<file path="config.mk">
export PLATFORM = sky130hd
export DESIGN_NAME = fetch_stage
export DESIGN_NICKNAME = d
export VERILOG_FILES = /design/src/rtl/fetch_stage.sv
export SDC_FILE = /design/constraint.sdc
export NUM_CORES = 1
export LEC_CHECK = 0
export BUFFER_PORTS_ARGS = -buffer_cell sky130_fd_sc_hd__buf_2
export CAP_MARGIN = 40
export CELL_PAD_IN_SITES_DETAIL_PLACEMENT = 0
export CELL_PAD_IN_SITES_GLOBAL_PLACEMENT = 1
export CORE_ASPECT_RATIO = 1.75
export CORE_MARGIN = 3
export CORE_UTILIZATION = 29
export CTS_BUF_LIST = sky130_fd_sc_hd__clkbuf_2 sky130_fd_sc_hd__clkbuf_4 sky130_fd_sc_hd__clkbuf_8
export CTS_CLUSTER_DIAMETER = 100
export CTS_CLUSTER_SIZE = 10
export DETAILED_ROUTE_END_ITERATION = 10
export GPL_TIMING_DRIVEN = 0
export PLACE_DENSITY = 0.65
export REMOVE_ABC_BUFFERS = 1
export SLEW_MARGIN = 20
export SYNTH_ARGS = -nofsm -noshare
export SYNTH_HDL_FRONTEND = slang
export SYNTH_SLANG_ARGS = --single-unit
export TNS_END_PERCENT = 50
</file>
<file path="constraint.sdc">
create_clock -name clk -period 2.5 [get_ports clk]
set_input_delay 0.375 -clock clk [delete_from_list [all_inputs] [get_ports clk]]
set_output_delay 0.375 -clock clk [all_outputs]
set_load 0.03 [all_outputs]
</file>
<file path="src/rtl/fetch_stage.sv">
// Instruction fetch stage: PC register, next-PC selection and the IF/ID pipeline register.
// A taken branch has priority over a jump, and either redirect has priority over a stall.
// PC arithmetic wraps modulo 2^32. Redirect targets are forced to word alignment, and
// AlignErr latches whenever a selected target had a nonzero low-order bit.
// Optional feature: define FETCH_PERF_COUNT_EN to add the FetchCount/StallCount outputs.
// Ports use big-endian bit numbering ([0:31], bit 31 is the LSB). Internal vectors are [31:0].
module fetch_stage #(
    parameter logic [31:0] RESET_PC = 32'h0000_0000,
    parameter int unsigned PC_STEP  = 4
) (
    input  logic        clk,
    input  logic        rst_n,
    output logic [0:31] ReadAddress,
    input  logic [0:31] Instruction,
    input  logic        Stall,
    input  logic        Flush,
    input  logic        BranchTaken,
    input  logic [0:31] BranchTarget,
    input  logic        Jump,
    input  logic [0:31] JumpTarget,
    output logic [0:31] IfIdInstruction,
    output logic [0:31] IfIdPcPlus4,
    output logic        IfIdValid,
`ifdef FETCH_PERF_COUNT_EN
    output logic [0:31] FetchCount,
    output logic [0:31] StallCount,
`endif
    output logic        AlignErr
);

    localparam logic [31:0] PcStep = 32'(PC_STEP);
    localparam logic [31:0] NopWord = 32'h0000_0000;

    // Little-endian internal copies of the big-endian ports; assignment preserves the value.
    logic [31:0] instr_word;
    logic [31:0] branch_tgt;
    logic [31:0] jump_tgt;

    assign instr_word = Instruction;
    assign branch_tgt = BranchTarget;
    assign jump_tgt   = JumpTarget;

    // Architectural state
    logic [31:0] pc_q, pc_d;
    logic [31:0] ifid_instr_q, ifid_instr_d;
    logic [31:0] ifid_pc_plus_q, ifid_pc_plus_d;
    logic        ifid_valid_q, ifid_valid_d;
    logic        align_err_q, align_err_d;

    // Decoded control
    logic        redirect;
    logic [31:0] redir_raw;
    logic [31:0] redir_aligned;
    logic        redir_misaligned;
    logic [31:0] pc_plus_step;
    logic        load_valid;

    // Select the redirect source (branch wins over jump) and word-align it.
    always_comb begin
        redirect      = BranchTaken | Jump;
        redir_raw     = BranchTaken ? branch_tgt : jump_tgt;
        redir_aligned = {redir_raw[31:2], 2'b00};
        // Only a target that is actually selected may flag misalignment.
        redir_misaligned = redirect & (redir_raw[1:0] != 2'b00);
    end

    // Sequential increment; the 32-bit add wraps naturally.
    assign pc_plus_step = pc_q + PcStep;

    // IF/ID captures a real instruction only when nothing redirects, flushes or stalls.
    assign load_valid = ~redirect & ~Flush & ~Stall;

    // Next PC: redirect, else hold on stall, else step.
    always_comb begin
        pc_d = pc_plus_step;
        if (redirect) begin
            pc_d = redir_aligned;
        end else if (Stall) begin
            pc_d = pc_q;
        end
    end

    // Next IF/ID contents: bubble on redirect/flush, hold on stall, else capture.
    always_comb begin
        ifid_instr_d   = ifid_instr_q;
        ifid_pc_plus_d = ifid_pc_plus_q;
        ifid_valid_d   = ifid_valid_q;
        if (redirect || Flush) begin
            ifid_instr_d   = NopWord;
            ifid_pc_plus_d = 32'h0000_0000;
            ifid_valid_d   = 1'b0;
        end else if (!Stall) begin
            ifid_instr_d   = instr_word;
            ifid_pc_plus_d = pc_plus_step;
            ifid_valid_d   = 1'b1;
        end
    end

    // Sticky misalignment flag, cleared only by reset.
    always_comb begin
        align_err_d = align_err_q | redir_misaligned;
    end

    // PC and IF/ID registers; reset discards any pending stall or redirect.
    always_ff @(posedge clk or negedge rst_n) begin
        if (!rst_n) begin
            pc_q           <= RESET_PC;
            ifid_instr_q   <= NopWord;
            ifid_pc_plus_q <= 32'h0000_0000;
            ifid_valid_q   <= 1'b0;
            align_err_q    <= 1'b0;
        end else begin
            pc_q           <= pc_d;
            ifid_instr_q   <= ifid_instr_d;
            ifid_pc_plus_q <= ifid_pc_plus_d;
            ifid_valid_q   <= ifid_valid_d;
            align_err_q    <= align_err_d;
        end
    end

    // ReadAddress comes straight from the PC register: no combinational path from redirects.
    assign ReadAddress     = pc_q;
    assign IfIdInstruction = ifid_instr_q;
    assign IfIdPcPlus4     = ifid_pc_plus_q;
    assign IfIdValid       = ifid_valid_q;
    assign AlignErr        = align_err_q;

`ifdef FETCH_PERF_COUNT_EN
    logic [31:0] fetch_cnt_q, fetch_cnt_d;
    logic [31:0] stall_cnt_q, stall_cnt_d;

    // Saturating event counters: valid fetches, and stall cycles not overridden by a redirect.
    always_comb begin
        fetch_cnt_d = fetch_cnt_q;
        stall_cnt_d = stall_cnt_q;
        if (load_valid && (fetch_cnt_q != 32'hFFFF_FFFF)) begin
            fetch_cnt_d = fetch_cnt_q + 32'd1;
        end
        if (Stall && !redirect && (stall_cnt_q != 32'hFFFF_FFFF)) begin
            stall_cnt_d = stall_cnt_q + 32'd1;
        end
    end

    // Counter registers
    always_ff @(posedge clk or negedge rst_n) begin
        if (!rst_n) begin
            fetch_cnt_q <= 32'h0000_0000;
            stall_cnt_q <= 32'h0000_0000;
        end else begin
            fetch_cnt_q <= fetch_cnt_d;
            stall_cnt_q <= stall_cnt_d;
        end
    end

    assign FetchCount = fetch_cnt_q;
    assign StallCount = stall_cnt_q;
`endif

endmodule

</file>
==> results.py <==
metrics = {
    "outcome": {
        "status": "finished, final reports clean",
    },
    "sta": {
        "maxSlewViolCount": 0,
        "finalSetupViolCount": 0,
        "maxSlewHeadroom": 0.452,
        "finalCriticalPeriod_ns": 2.39,
        "rsz0062_at_grt": "no",
        "finClkSkew_ns": 0.0145,
        "fmax_ghz": 0.419,
        "final-hold-violation-count": 0,
        "worstMarginPinSlew_ns": 0.816,
        "finalCritPeriodShare": 0.955,
        "hold_slack_ns": 0.206,
    },
    "synth": {
        "synthAdderAreaFrac": 0.00239,
        "yosys-top-cells-area": "dfrtp_1 (45%), a22o_1 (8.2%), nand2_1 (3.5%)",
        "synthTopCellsByCount": "dfrtp_1 (94), a22o_1 (49), nand2_1 (49)",
        "synth_edf_count": 0,
        "syn-cell-area_sq_mm": 0.00524,
        "synthMuxAreaShare": 0.00978,
        "postSynth.asyncResetShare": 1.00,
        "synth_top_family_by_area": "compound AO/OA/AOI/OAI gates",
        "synth-simple-area-share": 0.186,
        "syn_avg_cell_area_sq_um": 9.59,
        "synthXorXnorAreaFrac": 0.0217,
        "ys_ff_latch": 94,
        "yosys.cell_count.top_type": "dfrtp_1",
        "synth_compound_area_frac": 0.273,
        "yosysTopAreaCellShare": 0.449,
        "ys_seq_area_frac": 0.449,
        "synth_top_area_cell": "dfrtp_1",
        "synth.distinct_cells": 60,
        "syn_inst": 547,
        "ys_warn_count": 0,
        "yosys_most_used_dff": "dfrtp_1",
    },
    "clock_network": {
        "cts_sinks": 94,
        "cts_buffer_depth": 2,
        "cts_tree": "done",
        "clkLatencyLatePin_ns": 0.38,
        "cts_root_buffer": "clkbuf_8",
        "cts_buffers": 9,
        "h-tree-depth": 3,
        "clk_pin_slew_ns": 0.10,
    },
    "cells_and_area": {
        "drive_above_1_share": 0.337,
        "areaGrowthSynthToFinish_pct": 28.3,
        "fin_util": 0.382,
        "num-nets-final": 823,
        "num_antenna_cells": 0,
        "design_area_sq_mm": 0.00673,
    },
    "routing": {
        "via_count": 5279,
        "final_antenna_net_count": 0,
        "drc": 0,
        "viasPerCell": 5.52,
        "drt-wirelength-per-cell_um": 20.8,
        "drt-initial-drc-count": 286,
        "wl_um": 19900,
        "first_pass_iters": 4,
    },
    "critical_path": {
        "worstPathCellList": "nand3_1, nor4_1, a21oi_1, a211o_1",
        "startpoint_type": "flop",
        "critPathBufInv": 0,
        "reg2reg_from": "ReadAddress[24]$_DFFE_PN0N_",
        "end_kind": "flop",
        "worstSetupPathType": "reg -> reg",
        "worstPathRequired_ns": 2.78,
        "crit_family": "simple AND/OR/NAND/NOR gates",
        "crit_slowest_cell": "nor4_1",
        "path_max_fanout": 11,
        "arrival_ns": 2.67,
        "crit_path_max_incr_delay_ns": 0.75,
        "reg2regPathDepth": 4,
        "ff2ff_setup_slack_ns": 0.11,
        "regToRegEndpoint": "IfIdPcPlus4[4]$_DFFE_PN0P_",
    },
    "place": {
        "dp_hpwl_um": 14500,
        "port_buffers": 195,
        "placed_cell_area_sq_mm": 0.00647,
        "place_congestion": 0.774,
    },
    "global_route": {
        "grt-ovfl-total": 0,
        "antenna_found_initial": 0,
        "grt_max_degree": 54,
        "grt_pass1_vias": 5318,
        "grt_pass1_wl_um": 30300,
        "grtUsageTotal": 0.198,
    },
    "floorplanning": {
        "die_y_um": 184,
        "core-area_sq_mm": 0.0176,
        "die_area_sq_mm": 0.0198,
        "start_util": 0.298,
        "num_io_pins": 200,
        "rows": 64,
        "die_x_um": 108,
    },
    "min_path": {
        "whs_endpoint": "ReadAddress[28]$_DFFE_PN0N_",
        "min_path_type": "in -> reg",
        "holdPathStages": 3,
        "min_from": "BranchTarget[28]",
    },
    "job": {
        "timing.max_cap.violations": 0,
    },
    "power_and_ir_drop": {
        "p_leak_nw": 3.24,
        "vdd.ir_drop.worst_uv": 197,
        "p_per_area_mw_per_mm2": 518,
    },
}
==> registers in the layout, indices dropped and copies added, names as in the netlist <==
name and cells:
IfIdInstruction 32, IfIdPcPlus4 30, ReadAddress 30, AlignErr 1
IfIdValid 1
==> worst min-delay path: stages <==
cell and delay [ns]:
buf_2 0.07, nand2_1 0.04, o21ai_0 0.05
==> final cells by class <==
| cell class | count | area [sq um] |
|---|---|---|
| fillers | 1824 | 10900 |
| multi-input cells | 392 | 2650 |
| flip-flops and latches | 94 | 2350 |
| repair buffers | 214 | 1230 |
| well taps | 231 | 289 |
| clock buffers | 12 | 153 |
| inverters | 9 | 33.8 |
| clock inverters | 4 | 22.5 |
==> layout by cell type (no fill, tap or decap), drive strengths merged, types with 16 or more instances in the layout <==
master and n:
dfrtp 94, nand2 49, a22o 49, nor2 19, a21oi 25, o21ai 26, nor4 19, a211oi 16
nand4 18, buf 211
==> per-layer routing <==
layer / wire length, um / vias to the layer above / track usage
met4: 478 / 0 / 0.0804
li1: - / 2449 / -
met3: 813 / 29 / 0.0260
met5: 0 / - / 0
met1: 7540 / 2633 / 0.223
met2: 11000 / 168 / 0.370
==> report_power, final <==
| group | switching, mW | internal, mW |
|---|---|---|
| registers | 0.156 | 1.59 |
| logic | 0.480 | 0.285 |
| clock network | 0.566 | 0.408 |
| total | 1.20 | 2.28 |
==> how the worst max path moves through the flow <==
stage / start / end / slack [ns] / depth (start not counted)
after floorplan: BranchTaken / IfIdPcPlus4[6]$_DFFE_PN0P_ / -0.72 / 3
after global placement: BranchTaken / IfIdPcPlus4[6]$_DFFE_PN0P_ / -3.16 / 4
after detailed placement: Stall / IfIdInstruction[14]$_DFFE_PN0P_ / -0.36 / 6
after CTS: ReadAddress[16]$_DFFE_PN0N_ / ReadAddress[7]$_DFFE_PN0N_ / -0.01 / 4
after global routing: ReadAddress[24]$_DFFE_PN0N_ / IfIdPcPlus4[4]$_DFFE_PN0P_ / 0.01 / 4
final: ReadAddress[24]$_DFFE_PN0N_ / IfIdPcPlus4[4]$_DFFE_PN0P_ / 0.11 / 4
==> through the flow <==
| step | power (mW) | setup slack [ns] | cells | setup TNS, ns |
|---|---|---|---|---|
| 6_report | 3.49 | 0.112 | 956 | 0 |
| 5_1_grt | 3.68 | 0.0114 | 956 | 0 |
| 4_1_cts | 3.52 | -0.0138 | 950 | -0.0138 |
| 3_5_place_dp | 2.54 | -0.362 | 933 | -15.21 |
| 3_3_place_gp | 2.49 | -3.16 | 921 | -216.21 |
| 2_1_floorplan | 2.16 | -0.719 | 495 | -27.20 |
==> cells by family (layout without fill, tap and decap cells) <==
logic type,count (synthesis),after routing
AO/OA/AOI/OAI,193,193
XOR/XNOR,13,13
adder cells (fa/ha/maj),1,1
buffers and inverters,64,239
flip-flops,94,94
multiplexers,5,5
other,1,4
AND/OR/NAND/NOR,176,176
==> repair_timing <==
item / 4_1_cts / 5_1_grt
pin swaps: 0 / 2
hold buffers: 1 / 0
resized for setup: 1 / 1
buffers inserted: 0 / 4
setup endpoints to repair: 4 / 29
endpoints found under the hold margin: 41 / 0
Note: power is estimated with default switching activity, not from simulation.
